File: src/rtl/crc_pkg.sv
// crc_pkg: CRC constants, receiver state type and the bytewise CRC-8 step shared by both link sides
package crc_pkg;
    localparam logic [7:0] CRC8_POLY = 8'h07;
    localparam logic [7:0] CRC8_INIT = 8'h00;
    localparam logic [4:0] CRC5_POLY = 5'h05;

    typedef enum logic [1:0] {COLLECT, DRAIN, HOLD} rx_state_t;

    function automatic logic [7:0] crc8_byte_step(input logic [7:0] crc, input logic [7:0] data);
        logic [7:0] c;
        c = crc ^ data;
        for (int i = 0; i < 8; i++) c = c[7] ? {c[6:0], 1'b0} ^ CRC8_POLY : {c[6:0], 1'b0};
        return c;
    endfunction
endpackage

File: src/rtl/crc8_byte_step.sv
// crc8_byte_step: combinational CRC-8 update by one byte, eight MSB-first division steps unrolled
module crc8_byte_step
    import crc_pkg::*;
(
    input  logic [7:0] crc,
    input  logic [7:0] data,
    output logic [7:0] crc_next
);
    always_comb begin
        crc_next = crc ^ data;
        for (int i = 0; i < 8; i++) crc_next = crc_next[7] ? {crc_next[6:0], 1'b0} ^ CRC8_POLY : {crc_next[6:0], 1'b0};
    end
endmodule

File: src/rtl/crc8_frame_receiver.sv
// crc8_frame_receiver: byte-serial CRC-8 codeword receiver producing a data word with crc/length error flags
module crc8_frame_receiver
    import crc_pkg::*;
#(
    parameter int DATA_BYTES = 8
) (
    input  logic                    clk,
    input  logic                    rst,
    input  logic                    in_valid,
    output logic                    in_ready,
    input  logic [7:0]              in_data,
    input  logic                    in_last,
    output logic                    out_valid,
    input  logic                    out_ready,
    output logic [8*DATA_BYTES-1:0] out_data,
    output logic                    out_crc_err,
    output logic                    out_len_err
);
    localparam int W  = 8 * DATA_BYTES;
    localparam int CW = $clog2(DATA_BYTES + 2);
    localparam logic [CW-1:0] CRC_IDX = CW'(DATA_BYTES);

    rx_state_t     state;
    logic [CW-1:0] cnt;
    logic [7:0]    crc;
    logic [7:0]    crc_next;
    logic [W-1:0]  data_sr;
    logic          crc_err;
    logic          len_err;
    logic          take;

    crc8_byte_step u_step (.crc(crc), .data(in_data), .crc_next(crc_next));

    assign in_ready    = state != HOLD;
    assign out_valid   = state == HOLD;
    assign out_data    = data_sr;
    assign out_crc_err = crc_err;
    assign out_len_err = len_err;
    assign take        = in_valid && in_ready;

    // cnt never passes CRC_IDX+1: DRAIN leaves it where the CRC byte put it
    always_ff @(posedge clk or posedge rst) begin
        if (rst) begin
            state   <= COLLECT;
            cnt     <= '0;
            crc     <= CRC8_INIT;
            data_sr <= '0;
            crc_err <= 1'b0;
            len_err <= 1'b0;
        end else begin
            case (state)
                COLLECT: if (take) begin
                    crc <= crc_next;
                    cnt <= cnt + CW'(1);
                    if (cnt != CRC_IDX) data_sr <= W'({data_sr, in_data});
                    if (in_last) begin
                        state   <= HOLD;
                        len_err <= cnt != CRC_IDX;
                        crc_err <= cnt != CRC_IDX || crc_next != 8'h00;
                    end else if (cnt == CRC_IDX) begin
                        state   <= DRAIN;
                        len_err <= 1'b1;
                        crc_err <= crc_next != 8'h00;
                    end
                end
                DRAIN: if (take && in_last) state <= HOLD;
                HOLD: if (out_ready) begin
                    state   <= COLLECT;
                    cnt     <= '0;
                    crc     <= CRC8_INIT;
                    data_sr <= '0;
                    crc_err <= 1'b0;
                    len_err <= 1'b0;
                end
                default: state <= COLLECT;
            endcase
        end
    end
endmodule

File: config.mk
export PLATFORM = sky130hd
export DESIGN_NAME = crc8_frame_receiver
export DESIGN_NICKNAME = d
export VERILOG_FILES = /design/src/rtl/crc_pkg.sv /design/src/rtl/crc8_byte_step.sv /design/src/rtl/crc8_frame_receiver.sv
export SDC_FILE = /design/constraint.sdc
export NUM_CORES = 1
export LEC_CHECK = 0
export ABC_AREA = 1
export BUFFER_PORTS_ARGS = -buffer_cell sky130_fd_sc_hd__buf_2
export CORE_MARGIN = 3
export CORE_UTILIZATION = 54
export DETAILED_ROUTE_END_ITERATION = 6
export PLACE_DENSITY = 0.76
export SETUP_SLACK_MARGIN = 0.3
export SLEW_MARGIN = 20
export SYNTH_ARGS = -nofsm -noshare
export SYNTH_HDL_FRONTEND = slang
export SYNTH_SLANG_ARGS = --single-unit
File: constraint.sdc
create_clock -name clk -period 3.4 [get_ports clk]
set_input_delay 0.68 -clock clk [delete_from_list [all_inputs] [get_ports clk]]
set_output_delay 0.68 -clock clk [all_outputs]
set_load 0.05 [all_outputs]
==> flow_summary.json, run 1 <==
{
  "tightest_slew_ps": 989,
  "coreArea_mm2": 0.00653,
  "setup_viol_count_final": 0,
  "cts_num_sinks": 80,
  "cp.arrival_ps": 1550,
  "drive_above_1_share": 0.210,
  "grt_max_degree": 81,
  "crit_fanout": 12,
  "synthSimpleGateAreaFrac": 0.207,
  "synth_compound_area_frac": 0.148,
  "cts_tree": "done",
  "r2r_cells": 8,
  "hold_slack_ps": 492,
  "post_cts_buffers": 0,
  "worstSetupPathType": "reg2out",
  "clk_latency_ps": 350,
  "grtUsageTotal": 0.222,
  "regToRegSetupSlack_ps": 1230,
  "cts-root-buf": "clkbuf_8",
  "synthCells": 439,
  "synth-seq-cells": 80,
  "cp-start-kind": "flop",
  "layout.nets": 531,
  "synthesis.area_mm2": 0.00372,
  "synth_edf_count": 0,
  "die_w_um": 89.1,
  "nFillCells": 552,
  "ys_types": 27,
  "clock.fmax_mhz": 449,
  "ios": 81,
  "synth.top_cell.area_share": 0.537,
  "yosys_most_used_dff": "dfrtp_1",
  "drc": 0,
  "cts_buffer_depth": 2,
  "reg2reg_to": "out_data[23]",
  "grt_pass1_wl_mm": 13.5,
  "critPathCaptureType": "primary output",
  "die-height_um": 89.1,
  "fin_setup_tns_ps": 0,
  "hold_path_depth": 2,
  "hpwl_mm": 6.02,
  "hold_viol": 0,
  "areaGrowthSynthToFinish_pct": 16.4,
  "r2r-start": "state[1]",
  "min_to": "out_len_err",
  "synthTopCellsByArea": "dfrtp_1 (54%), nand2_1 (16%), inv_1 (5.7%)",
  "overflow": 0,
  "vias": 3191,
  "crit_required_ps": 2720,
  "rsz0062_at_grt": "false",
  "synth_fa_ha_area_frac": 0.0101,
  "place.gp.congestion": 0.954,
  "skew_ps": 6.30,
  "synthArstFlopShare": 1.00,
  "row_count": 29,
  "hold_buffers": 0,
  "ant_nets": 0,
  "status": "finished, final reports clean",
  "dp_cells": 581,
  "htreeDepth": 3,
  "portBuffers": 80,
  "numCtsBuffers": 9,
  "min_from": "out_len_err",
  "vias_per_cell": 5.35,
  "final_cell_area_mm2": 0.00434,
  "finalCritPeriodShare": 0.655,
  "postRouteWirelength_mm": 8.57,
  "synthesis.nets": 455,
  "ys.warnings.count": 0,
  "yosysMostFrequentCell": "nand2_1",
  "maxCapViolCount": 0,
  "slew_headroom": 0.341,
  "wl_per_cell_um": 14.4,
  "final-max-slew-violation-count": 0,
  "grt_pass1_vias": 2815,
  "path_clk_slew_ps": 80,
  "synth_commonest_cells": "nand2_1 (154), dfrtp_1 (80), inv_1 (57)",
  "fin_cells": 597,
  "diodes": 0,
  "initial_core_util": 0.570,
  "dr.pass1.iters": 4,
  "synth_top_family_by_area": "simple AND/OR/NAND/NOR gates",
  "synth_xor_xnor_area_share": 0.00470,
  "dpl_cell_area_mm2": 0.00415,
  "drt_iter0_drc": 223,
  "yosysSeqAreaShare": 0.537,
  "finalCriticalPeriod_ps": 2230,
  "cts_resized": 0,
  "synth_mux_area_frac": 0,
  "hold_path_class": "reg2reg",
  "die_area_mm2": 0.00793,
  "antenna_found_initial": 0,
  "avgSynthCellArea_um2": 8.48,
  "yosys.area.top_type": "dfrtp_1"
}
==> stage by stage <==
step,worst slack [ps],utilization
CTS,1150,0.664
global route,1050,0.664
global placement,1190,0.635
finish,1170,0.664
floorplan,668,-
detailed placement,1160,0.635
==> sequential cells by signal, summed over array words and instances (netlist names) <==
register / flops
out_len_err: 1
state: 2
out_data: 64
cnt: 4
crc: 8
out_crc_err: 1
==> cells by family (layout without fill, tap and decap cells) <==
group / after synthesis / count (layout)
buffers and inverters: 81 / 162
and+or+nand+nor: 193 / 193
adders and majority gates: 3 / 3
xor gates and xnor gates: 2 / 2
AOI/OAI and AO/OA: 80 / 80
DFF: 80 / 80
==> per-layer routing <==
| metal | vias to the layer above | share of wire | GRT usage |
|---|---|---|---|
| li1 | 1585 | - | - |
| met2 | 97 | 0.47 | 0.345 |
| met5 | - | 0 | 0 |
| met3 | 6 | 0.057 | 0.0387 |
| met4 | 0 | 0.0076 | 0.0947 |
| met1 | 1503 | 0.46 | 0.310 |
==> worst max-delay path, stage by stage (launching register included) <==
cell and delay (ps):
dfrtp_1 490, inv_2 80, nor2_2 80, buf_4 190, clkinv_1 120, buf_2 230
==> final cells by class <==
type,count,area (µm²),share of cell area
Timing Repair Buffer,85,438,0.101
Multi-Input combinational cell,278,1380,0.319
Tap cell,77,96.3,0.0222
Sequential cell,80,2000,0.462
Inverter,61,229,0.0528
Clock buffer,11,131,0.0303
Clock inverter,5,56.3,0.0130
==> worst max-delay path by stage <==
stage | start | endpoint | slack, ps | cells past startpoint
2_1_floorplan | rst | cnt[0] | 670 | 1
3_3_place_gp | in_valid | out_data[57] | 1190 | 7
3_5_place_dp | in_valid | out_data[60] | 1160 | 7
4_1_cts | state[1] | in_ready | 1150 | 5
5_1_grt | state[1] | out_data[10] | 1050 | 9
6_report | state[1] | in_ready | 1170 | 5
==> cell usage in the layout (no fill, tap or decap), types with 2 or more instances in the layout <==
master and instances:
a21oi_1 2, buf_2 80, buf_4 5, clkbuf_1 2, clkbuf_8 9, clkinv_2 2
dfrtp_1 80, ha_1 3, inv_1 56, inv_2 4, nand2_1 154, nand2_4 2
nand3_1 23, nor2_1 11, nor2_2 2, o21ai_0 29, o21ai_1 4, o22ai_1 4
o31ai_1 16, o32ai_1 22
Power of run 1 is left out: the tool's default activity adds up to more than one toggle a clock period on the data nets, which glitch-free logic cannot reach.
==> run 2: changes to the inputs <==
--- a/config.mk
+++ b/config.mk
@@ -8,9 +8,9 @@
 export ABC_AREA = 1
 export BUFFER_PORTS_ARGS = -buffer_cell sky130_fd_sc_hd__buf_2
 export CORE_MARGIN = 3
-export CORE_UTILIZATION = 54
+export CORE_UTILIZATION = 49
 export DETAILED_ROUTE_END_ITERATION = 6
-export PLACE_DENSITY = 0.76
+export PLACE_DENSITY = 0.73
 export SETUP_SLACK_MARGIN = 0.3
 export SLEW_MARGIN = 20
 export SYNTH_ARGS = -nofsm -noshare
==> constraint.sdc (replaced) <==
create_clock -name clk -period 2 [get_ports clk]
set_input_delay 0.4 -clock clk [delete_from_list [all_inputs] [get_ports clk]]
set_output_delay 0.4 -clock clk [all_outputs]
set_load 0.05 [all_outputs]
==> run 2 against run 1 <==
Net effect: critical path depth unchanged; flip-flop and latch count unchanged; die area up 9.5%; core utilization down 3.4 points; count of clock-buffer cells in the layout down 2; register-to-register slack worse by 850 ps; design area up 6.4%; cell count up 6.4%; clock skew up 9.0 ps; first-iteration DRC count up 28%; global-route usage down 1.2 points; highest routed layer unchanged.
==> flow_summary.json, run 2 (same netlist as run 1, synthesis figures left out) <==
{
  "wl_met3_um": 504,
  "status": "finished, final reports clean",
  "layout_common_cells": "nand2_1 (151), buf_2 (79), dfrtp_1 (79), inv_1 (55), o21ai_0 (29)",
  "ios": 81,
  "tightest_slew_ps": 426,
  "drt-met1-wl_mm": 4.11,
  "slew_headroom": 0.716,
  "cts_num_sinks": 80,
  "portBuffers": 80,
  "die_w_um": 93.2,
  "cts_buffer_depth": 2,
  "path_clk_slew_ps": 90,
  "final_common_cell": "nand2_1",
  "drt_iter0_drc": 285,
  "cp.arrival_ps": 1270,
  "cts-root-buf": "clkbuf_8",
  "largest_reg_flops": 64,
  "place.gp.congestion": 0.948,
  "met2_length_mm": 4.33,
  "crit_required_ps": 1600,
  "die_area_mm2": 0.00868,
  "hpwl_mm": 6.04,
  "grtUsageTotal": 0.211,
  "grt_pass1_vias": 3013,
  "ant_nets": 0,
  "highest_layer": "met4",
  "dr.pass1.iters": 5,
  "vias_per_cell": 5.20,
  "nFillCells": 627,
  "worstSetupPathType": "reg2out",
  "antenna_found_initial": 0,
  "finalCritPeriodShare": 0.834,
  "fin_setup_tns_ps": 0,
  "skew_ps": 15.3,
  "vias": 3302,
  "rsz0062_at_grt": "true",
  "drive_above_1_share": 0.256,
  "grt_max_degree": 81,
  "critPathMostFrequentCell": "inv_4",
  "drc": 0,
  "finalCriticalPeriod_ps": 1670,
  "wl_per_cell_um": 14.3,
  "clk_latency_ps": 360,
  "crit_fanout": 5,
  "critPathCaptureType": "primary output",
  "final-max-slew-violation-count": 0,
  "htreeDepth": 3,
  "hold_path_class": "in2async",
  "cpMaxStageDelayCell": "dfrtp_2",
  "cp-start-kind": "flop",
  "grt_pass1_wl_mm": 14.5,
  "maxCapViolCount": 0,
  "clock.fmax_mhz": 600,
  "row_count": 31,
  "path_cells": "inv_4, nor2_4, buf_6, inv_4, buf_8",
  "cts_tree": "done",
  "setup_viol_count_final": 0,
  "coreArea_mm2": 0.00733,
  "cpPeakStageDelay_ps": 400,
  "diodes": 0,
  "postRouteWirelength_mm": 9.11,
  "numCtsBuffers": 9,
  "die-height_um": 93.2,
  "areaGrowthSynthToFinish_pct": 23.9,
  "hold_viol": 0,
  "layout.nets": 547,
  "initial_core_util": 0.508,
  "overflow": 0
}
-- run 2: changes by cell type in the layout (fill, tap and decap cells not counted), sizes merged --
| cell | before | now |
|---|---|---|
| buf | 85 | 100 |
| clkinv | 3 | 2 |
| bufinv | 1 | 0 |
| inv | 61 | 63 |
| clkinvlp | 1 | 3 |
| clkbuf | 11 | 10 |
-- run 2: final timing paths --
path                         startpoint            to  slack (ps)  depth (start not counted)
max in group asynchronous           rst      state[1]        1490                          3
hold reg to reg            out_data[56]  out_data[56]         490                          2
hold / removal                      rst  out_data[22]         150                          3
min in group clk             in_data[6]   out_data[6]         360                          3
setup / recovery               state[1]      in_ready         330                          5
setup reg to reg                 cnt[0]  out_data[11]         380                          8
-- run 2: metal layers --
metal	GRT usage	up-vias
li1	-	1613
met4	0.0720	0
met3	0.0451	18
met1	0.301	1559
met2	0.320	112
met5	0	-
-- run 2: layout make-up --
class | count | area, µm² | area share
Tap cell | 99 | 124 | 0.0268
Timing Repair Buffer | 101 | 631 | 0.137
Clock inverter | 7 | 61.3 | 0.0133
Clock buffer | 9 | 124 | 0.0268
Multi-Input combinational cell | 278 | 1430 | 0.311
Sequential cell | 80 | 2000 | 0.434
Inverter | 61 | 238 | 0.0515
-- run 2: through the flow --
step | setup WS [ps] | util | std cells | hold WS [ps] | instance area (µm²)
4_1_cts | 257 | 0.606 | 622 | 163 | 4440
2_1_floorplan | 306 | - | 439 | 467 | 3730
3_3_place_gp | 325 | 0.577 | 605 | 463 | 4230
5_1_grt | 251 | 0.629 | 635 | 184 | 4610
6_report | 332 | 0.629 | 635 | 152 | 4610
3_5_place_dp | 264 | 0.577 | 605 | 467 | 4230
-- run 2: timing repair --
action                     4_1_cts  5_1_grt
cloned                           0        2
resized for setup                7       14
hold buffers                     0        0
pin swaps                        0        3
setup endpoints to repair        3       24
setup buffers                    1       11
-- run 2: worst max-delay path, delay by kind of cell (launching register included) --
| kind | cells | cell delay [ps] |
|---|---|---|
| simple gates | 1 | 130 |
| buf+inv | 4 | 390 |
| flops | 1 | 400 |
Power of run 2 is left out for the same reason.
